[config.mk]
export PLATFORM = sky130hd
export DESIGN_NAME = hamming_link
export DESIGN_NICKNAME = d
export VERILOG_FILES = /design/src/rtl/hamming_link.sv
export SDC_FILE = /design/constraint.sdc
export NUM_CORES = 1
export LEC_CHECK = 0
export CORE_UTILIZATION = 41
export DETAILED_ROUTE_END_ITERATION = 12
export PLACE_DENSITY = 0.84
export SKIP_LAST_GASP = 1
export SLEW_MARGIN = 10
export SYNTH_ARGS = -nofsm -noshare
export SYNTH_HDL_FRONTEND = slang
export SYNTH_SLANG_ARGS = --single-unit
[constraint.sdc]
create_clock -name clk -period 3.9 [get_ports clk]
set_input_delay 0.39 -clock clk [delete_from_list [all_inputs] [get_ports clk]]
set_output_delay 0.39 -clock clk [all_outputs]
set_load 0.02 [all_outputs]
[src/rtl/hamming_link.sv]
// Single-error-correcting Hamming link: encode, apply an active-low channel error
// mask, syndrome-decode and correct. All three outputs are registered and active-low.
module hamming_link #(
  parameter  int P = 3,
  localparam int N = (32'sd2 ** P) - 32'sd1,
  localparam int K = (32'sd2 ** P) - P - 32'sd1
) (
  input  logic         clk,
  input  logic         rst_n,
  input  logic [K-1:0] data,
  input  logic [N-1:0] error_vector,
  output logic [N-1:0] tx_msg_bar,
  output logic [N-1:0] rx_msg_bar,
  output logic [K-1:0] ec_data_bar
);

  // Position i (1-based) lives in bit [i-1]; parity bits sit at the power-of-two positions.
  function automatic logic [N-1:0] encode(input logic [K-1:0] d);
    logic [N-1:0] cw;
    logic         p;
    int           j;
    cw = '0;
    j  = 32'sd0;
    for (int i = 32'sd1; i <= N; i++) begin
      if ((i & (i - 32'sd1)) != 32'sd0) begin
        cw[i-1] = d[j];
        j       = j + 32'sd1;
      end else begin
        cw[i-1] = 1'b0;
      end
    end
    // Parity slots are still zero while their own group is summed, so no exclusion is needed.
    for (int k = 32'sd0; k < P; k++) begin
      p = 1'b0;
      for (int i = 32'sd1; i <= N; i++) begin
        if (i[k]) begin
          p = p ^ cw[i-1];
        end else begin
          p = p;
        end
      end
      cw[(32'sd1 << k) - 32'sd1] = p;
    end
    return cw;
  endfunction

  function automatic logic [P-1:0] syndrome(input logic [N-1:0] rx);
    logic [P-1:0] s;
    s = '0;
    for (int i = 32'sd1; i <= N; i++) begin
      if (rx[i-1]) begin
        s = s ^ i[P-1:0];
      end else begin
        s = s;
      end
    end
    return s;
  endfunction

  function automatic logic [N-1:0] correct(input logic [N-1:0] rx, input logic [P-1:0] s);
    logic [N-1:0] c;
    c = rx;
    if (s != '0) begin
      c[s - 1'b1] = ~c[s - 1'b1];
    end else begin
      c = rx;
    end
    return c;
  endfunction

  function automatic logic [K-1:0] extract(input logic [N-1:0] cw);
    logic [K-1:0] d;
    int           j;
    d = '0;
    j = 32'sd0;
    for (int i = 32'sd1; i <= N; i++) begin
      if ((i & (i - 32'sd1)) != 32'sd0) begin
        d[j] = cw[i-1];
        j    = j + 32'sd1;
      end else begin
        j    = j;
      end
    end
    return d;
  endfunction

  logic [N-1:0] tx_s;
  logic [N-1:0] rx_s;
  logic [P-1:0] syn_s;
  logic [N-1:0] fix_s;
  logic [K-1:0] ec_s;

  logic [N-1:0] tx_r;
  logic [N-1:0] rx_r;
  logic [K-1:0] ec_r;

  // Encode, channel and decode path, purely combinational from the inputs.
  always_comb begin
    tx_s  = encode(data);
    rx_s  = tx_s ^ ~error_vector;
    syn_s = syndrome(rx_s);
    fix_s = correct(rx_s, syn_s);
    ec_s  = extract(fix_s);
  end

  // Output registers; reset loads the inverted all-zero error-free word.
  always_ff @(posedge clk) begin
    if (!rst_n) begin
      tx_r <= '1;
      rx_r <= '1;
      ec_r <= '1;
    end else begin
      tx_r <= ~tx_s;
      rx_r <= ~rx_s;
      ec_r <= ~ec_s;
    end
  end

  assign tx_msg_bar  = tx_r;
  assign rx_msg_bar  = rx_r;
  assign ec_data_bar = ec_r;

endmodule

==> flow_summary.toml <==
[outcome]
outcome = "finished clean"

[timing]
finalHoldViolCount = 0
maxSlewHeadroom = 0.640
finalSetupViolations = 0
worst-slew-pin-transition_ps = 538
max_clock_freq_ghz = 0.374
maxSlewViolCount = 0
worst_slack_ps = 1220
fin_crit_sh = 0.686
fin_crit_ps = 2680
fin_setup_tns_ps = 0
rsz0062_at_grt = "no"

[final_layout]
nFillCells = 167
diodes = 0
multi_input_area_um2 = 428
finish.net_count = 121
regArea_um2 = 360
drive_gt1_frac = 0.106
syn_to_final_growth_pct = 41.8

[cts]
htree_levels = 1
cts_tree = "built"
clock-sinks = 18
cts_buffers = 3
cts_resized = 0
clock_path_buffers = 2
cts_root_buf = "clkbuf_4"
cts-hold-fix-buffers = 0
path_clk_slew_ps = 100
cts_setup_buffers = 0

[power]
power.density_nw_per_um2 = 451
ir_drop_v = 0.000222
leakagePower_nw = 0.481

[detailed_routing]
finalWirelength_um = 1580
drtAntennaViolNets = 0
route.met2.wl_um = 923
wl_met3_um = 62
drcViolationCount = 0
top_layer = "met4"
drtIter0Drc = 6
routed_via_density = 4.57
wl_per_cell_um = 12.2
vias = 589
drt-met1-wl_um = 582
dr.pass1.iters = 4

[setup_path]
cp.required_ps = 4120
end_kind = "flip-flop"
critPathArrivalTime_ps = 2890
crit_path_max_fanout = 5
setup.worst_path.class = "in2reg"
startpoint = "data[3]"
start_kind = "primary input"

[placed_design]
routabilityCongestion = 0.727
pre_cts_slack_ps = 907
portBuffers = 30
dp.final_hpwl_um = 1290

[floorplan]
die_y_um = 46.7
fp.dieW_um = 46.7
start_util = 0.456
io_pins = 31
rows = 15
core_area_um2 = 1800
die_area_um2 = 2180

[min_path]
hp-class = "in2reg"
whs_path_depth = 2
min-delay-start = "data[1]"

[logic_synthesis]
syn_inst = 74
synthMuxAreaShare = 0.0122
ys_seq_elements = 18
synth_top_family_by_area = "XOR/XNOR gates"
syn_area_per_cell_um2 = 11.1
netlist.area_leader.share = 0.439
synth_top_area_cell = "dfxtp_1"
yosysWarnings = 0
synth_compound_area_frac = 0.0122
synth_area_um2 = 821
synth_nets = 90
synthAdderAreaFrac = 0.0457
synthTopCellsByArea = "dfxtp_1, xnor2_1, xor3_1"
synth_xor_area_frac = 0.299
synthDistinctLibCells = 22
yosys.area_share.simple = 0.152
seq_area_frac_synth = 0.439

[global_routing]
grt_pass1_wl_um = 2560
grt_overflow_total = 0
grt_max_degree = 17
antenna_found_initial = 0
grt_pass1_vias = 600
grt.total_usage = 0.171

[flow_run]
timing.max_cap.violations = 0
[Yosys cell counts, drive strengths merged]
cell type	count
a21oi	1
and3	1
and4bb	1
buf	2
clkbuf	2
dfxtp	18
ha	3
inv	2
mux2i	1
nand2	13
nand2b	1
nor3	1
nor4	1
nor4b	1
o21ai	1
or2	3
xnor2	15
xor2	4
xor3	3
[final timing paths]
check	end	slack, ps
max	ec_data_bar[3]$_SDFF_PN1_	1220
min	tx_msg_bar[4]$_SDFF_PN1_	730
[cells by family after synthesis]
group                    after synthesis
buffers and inverters                  6
multiplexers                           1
AO/OA/AOI/OAI                          2
adder cells (fa/ha/maj)                3
XOR/XNOR                              22
AND/OR/NAND/NOR                       22
flip-flops                            18
[registers in the layout, summed over array words and instances (netlist names)]
signal,flops
rx_msg_bar,7
tx_msg_bar,7
ec_data_bar,4
[layout make-up]
class | instances | share of cell area
multi-input cells | 50 | 0.368
flip-flops and latches | 18 | 0.310
repair buffers | 30 | 0.258
clock buffers | 4 | 0.0312
well taps | 25 | 0.0269
inverters | 2 | 0.00645
[critical path, cell delays in order]
cell             delay (ps)
clkdlybuf4s50_1         640
xnor2_1                 140
xnor2_1                 140
ha_1                    350
ha_1                    240
ha_1                    360
nor4_2                  340
mux2i_1                 200
nand2b_1                100
[placed cells by master, fill, tap and decap left out, drive strengths merged, types with 2 or more instances in the layout]
cell | Yosys | routed
xor3 | 3 | 3
xnor2 | 15 | 15
clkdlybuf4s50 | 0 | 30
dfxtp | 18 | 18
ha | 3 | 3
nand2 | 13 | 13
clkbuf | 2 | 4
or2 | 3 | 3
xor2 | 4 | 4
inv | 2 | 2
[per-stage QoR]
| stage | hold slack (ps) | utilization | cells | cell area [um^2] | total power, W |
|---|---|---|---|---|---|
| 2_1_floorplan | 452 | - | 74 | 821 | 0.000347 |
| 3_3_place_gp | 1020 | 0.626 | 125 | 1130 | 0.000412 |
| 3_5_place_dp | 1020 | 0.626 | 125 | 1130 | 0.000419 |
| 4_1_cts | 729 | 0.646 | 129 | 1160 | 0.000532 |
| 5_1_grt | 735 | 0.646 | 129 | 1160 | 0.000557 |
| 6_report | 729 | 0.646 | 129 | 1160 | 0.000524 |
[routing by layer]
layer	global-route usage	up-vias
met1	0.175	273
met5	0	-
met3	0.0385	2
li1	-	294
met4	0.0514	0
met2	0.339	20
[power by group]
group          switching [W]  internal, W  leakage, nW
logic              0.0000964     0.000107        0.309
registers         0.00000558     0.000205        0.150
clock network      0.0000538    0.0000567       0.0210
(Power assumes the default switching activity.)
==> edit 1, RTL diff (config.mk and constraints unchanged) <==
Make the reset (`rst_n`) asynchronous in one clocked block.
--- a/src/rtl/hamming_link.sv
+++ b/src/rtl/hamming_link.sv
@@ -104,7 +104,7 @@
   end
 
   // Output registers; reset loads the inverted all-zero error-free word.
-  always_ff @(posedge clk) begin
+  always_ff @(posedge clk or negedge rst_n) begin
     if (!rst_n) begin
       tx_r <= '1;
       rx_r <= '1;
Check against the original RTL: differs if rst_n is asserted again (counterexample within 4 cycles, from zero or initial values and one cycle with rst_n low); with rst_n held inactive, the same outputs for 10 cycles.
==> edit 1 against the original RTL <==
  * Routed wire length is 15% lower
  * Sequential cell count did not move
  * Power up 23%
  * Highest routed layer unchanged
  * Synthesized cell count fell by 22%
  * First-iteration DRC count fell by 50%
  * Core utilization fell by 2.9 points
  * Worst setup slack lost 0.27 ns
  * Cell count down 9.3%
  * Critical path type unchanged
  * Synthesized area is 6.9% higher
  * Die area rose by 6.6%
  * Sequential power increased by 24%
  * Design area rose by 5.1%
==> edit 1: results (changes against the original RTL) <==
metric,value,unit,change
avgRoutedWirePerCell,11.4,um,-6.7%
synth_nets,74,,-18%
synthArstFlopShare,100,%,+100 points
synth_flop_cell,dfstp_2,,
syn_avg_cell_area,15.1,sq um,+36%
place_congestion,0.730,,+0.52%
yosys-top-cells-area,"dfstp_2, xnor2_1, xnor3_1",,
ir_drop,0.000342,V,+54%
fin_cells,117,,-9.3%
synthMuxAreaShare,0,%,-1.2 points
drive_above_1_share,28.9,%,+18 points
min_from,error_vector[0],,
intPower,0.446,mW,+21%
status,"complete, no violations",,
vias,511,,-13%
grt_max_degree,19,,+2
place_inst,114,,-8.8%
p_leak,0.523,nW,+8.7%
crit_fanout,6,,+1
synthTopCellsByCount,"dfstp_2, xnor2_1, inv_1",,
dpl_worst_slack,0.658,ns,-0.249 ns
tightest_slew,0.710,ns,+0.172 ns
hold_path_end,rx_msg_bar[0],,
fillers,149,,-11%
yosysSeqAreaShare,53.9,%,+10 points
grt_pass1_vias,465,,-23%
edit 1: cell count changes after synthesis, moves of 2 or more:
cell	before	now
dfstp_2	0	18
dfxtp_1	18	0
inv_1	2	8
nand2_1	13	1
or2_2	3	0
xnor2_1	14	12
xnor2_2	1	3
xnor3_1	0	3
xor2_1	4	1
xor3_1	3	0
edit 1: logic make-up (layout without fill, tap and decap cells):
family | after synthesis | in the layout
DFF | 18 | 18
AOI/OAI and AO/OA | 1 | 1
adders and majority gates | 3 | 3
xor gates and xnor gates | 21 | 21
buffers and inverters | 9 | 41
and+or+nand+nor | 6 | 6
edit 1: per-layer routing:
metal | track usage (%) | wire [um] | vias up
met5 | 0 | 0 | -
met4 | 6.67 | 15 | 0
met3 | 4.44 | 86 | 2
met2 | 21.9 | 695 | 21
met1 | 14.3 | 540 | 241
li1 | - | - | 247
edit 1: how the worst max path moves through the flow:
stage | start | to | slack (ns) | depth (start not counted)
final | data[3] | ec_data_bar[3] | 0.95 | 9
after global routing | data[3] | ec_data_bar[3] | 0.86 | 9
after CTS | data[3] | ec_data_bar[3] | 0.96 | 9
after detailed placement | data[3] | ec_data_bar[3] | 0.66 | 9
after global placement | data[3] | ec_data_bar[3] | 0.74 | 9
after floorplan | data[3] | ec_data_bar[3] | 1.41 | 9
edit 1: final cells by class:
class,instances,area share [%]
Multi-Input combinational cell,31,29.7
Clock buffer,3,1.84
Timing Repair Buffer,30,24.6
Tap cell,27,2.76
Sequential cell,18,38.7
Inverter,8,2.46
edit 1: power groups by stage:
stage                     logic [mW]  clock network (mW)  registers (mW)
final                          0.300              0.0855           0.262
after global routing           0.328              0.0960           0.266
after floorplan                0.135                   0           0.321
after detailed placement       0.303                   0           0.265
after global placement         0.294                   0           0.264
after CTS                      0.303              0.0891           0.262
edit 1: critical path, stage by stage:
cell and delay [ns]:
clkdlybuf4s50_1 0.67, xnor3_2 0.56, xnor2_4 0.16, xnor2_1 0.13, ha_1 0.18, ha_1 0.33
or4_1 0.56, nor2_1 0.12, a21oi_1 0.05
==> edit 2, RTL diff (same settings) <==
Without the edit above. `P`: 3 -> 4.
--- a/src/rtl/hamming_link.sv
+++ b/src/rtl/hamming_link.sv
@@ -1,7 +1,7 @@
 // Single-error-correcting Hamming link: encode, apply an active-low channel error
 // mask, syndrome-decode and correct. All three outputs are registered and active-low.
 module hamming_link #(
-  parameter  int P = 3,
+  parameter  int P = 4,
   localparam int N = (32'sd2 ** P) - 32'sd1,
   localparam int K = (32'sd2 ** P) - P - 32'sd1
 ) (
Interface: changed (5 resized); port bits go from 31 to 69. No check against the original RTL was run, so the function may have changed too.
==> edit 2 against the original RTL <==
  * Synthesized cell count rose to 2.6 times the old value
  * Synthesized area grew to 2.5 times the old value
  * Routed wire length increased to 3.0 times the old value
  * Sequential cell count up 23
  * Largest cell class unchanged
  * Power grew to 3.5 times the old value
  * Critical path type unchanged
  * Combinational power rose to 5.2 times the old value
  * Design area increased to 2.5 times the old value
  * Highest routed layer unchanged
  * Worst setup slack got worse by 0.82 ns
==> edit 2: results (changes against the original RTL) <==
metric,value,unit,change
status,"complete, no violations",,
clk_pin_slew,0.08,ns,-0.02 ns
ir_drop,0.000346,V,+56%
dr_wl_met2,2220,um,+140%
dr_wl_met3,315,um,+410%
crit_fanout,5,,unchanged
drive_above_1_share,10.9,%,+0.33 points
cp-startpoint,data[10],,
m1WireLength,2160,um,+270%
slowest_stage,mux4_2,,
switching_share,38.7,%,+9.0 points
fin_hold_ws,0.684,ns,-0.0451 ns
grt_pass1_vias,1591,,+170%
grt_max_degree,32,,+15
cts_buffers,5,,+2
synthTopCellsByCount,"dfxtp_1, xnor2_1, nand2_1",,
p_leak,1.20,nW,+150%
viasPerCell,4.71,,+3.2%
dp_hpwl,3670,um,+180%
yosysSeqAreaShare,39.7,%,-4.2 points
ys_types,34,,+55%
synth_nets,223,,+150%
port_buffers,68,,+130%
cts-resized-gates,0,,unchanged
drtIter0Drc,46,,+40
critPathArrivalTime,3.69,ns,+0.80 ns
root_buffer,clkbuf_8,,
yosys-top-cells-area,"dfxtp_1, xnor2_1, xor2_1",,
final_nets,296,,+140%
avgRoutedWirePerCell,14.3,um,+17%
fillers,401,,+140%
grtUsageTotal,19.2,%,+2.1 points
place_congestion,0.878,,+21%
cts_max_level,2,,+1
grt_pass1_wl,7640,um,+200%
slew_headroom,61.9,%,-2.1 points
crit_family,XOR/XNOR gates,,
[edit 2: cell types whose count changed after synthesis, sizes merged, moves of 5 or more]
cell | before | now
xnor2 | 15 | 41
dfxtp | 18 | 41
nand2 | 13 | 29
xor2 | 4 | 13
a21oi | 1 | 9
xnor3 | 0 | 6
nor2 | 0 | 5
[edit 2: cell type report]
class	count	share of cell area, %
repair buffers	73	24.5
flip-flops and latches	41	28.0
inverters	3	0.385
clock inverters	3	0.599
clock buffers	5	2.35
well taps	67	2.86
multi-input cells	141	41.2
[edit 2: per-stage QoR]
stage | total power [mW] | setup slack (ns) | utilization (%) | cells
after floorplan | 1.25 | 0.405 | - | 192
after global placement | 1.55 | 0.264 | 59.3 | 325
after detailed placement | 1.56 | 0.102 | 59.3 | 325
after CTS | 1.84 | 0.417 | 61.2 | 333
after global routing | 1.94 | 0.261 | 61.2 | 333
final | 1.84 | 0.406 | 61.2 | 333
[edit 2: worst max path at each step]
stage	endpoint	depth (start not counted)	slack (ns)
floorplan	ec_data_bar[1]	9	0.40
global placement	ec_data_bar[1]	8	0.26
detailed placement	ec_data_bar[3]	8	0.10
CTS	ec_data_bar[3]	8	0.42
global route	ec_data_bar[5]	11	0.26
finish	ec_data_bar[3]	8	0.41
[edit 2: logic make-up after synthesis]
| group | share of synthesized area [%] |
|---|---|
| AND/OR/NAND/NOR | 10.2 |
| flip-flops | 39.7 |
| multiplexers | 5.93 |
| XOR/XNOR | 34.5 |
| adder cells (fa/ha/maj) | 1.82 |
| buffers and inverters | 2.00 |
| AO/OA/AOI/OAI | 5.81 |
[edit 2: power by group through the flow]
| stage | clock, mW | sequential (mW) | combinational (mW) |
|---|---|---|---|
| 2_1_floorplan | 0 | 0.596 | 0.650 |
| 3_3_place_gp | 0 | 0.513 | 1.03 |
| 3_5_place_dp | 0 | 0.512 | 1.05 |
| 4_1_cts | 0.277 | 0.504 | 1.06 |
| 5_1_grt | 0.295 | 0.509 | 1.14 |
| 6_report | 0.272 | 0.503 | 1.06 |
[edit 2: layer usage]
metal	track usage, %	vias up
li1	-	776
met1	24.2	724
met2	31.8	60
met3	4.56	9
met4	7.63	0
met5	0	-
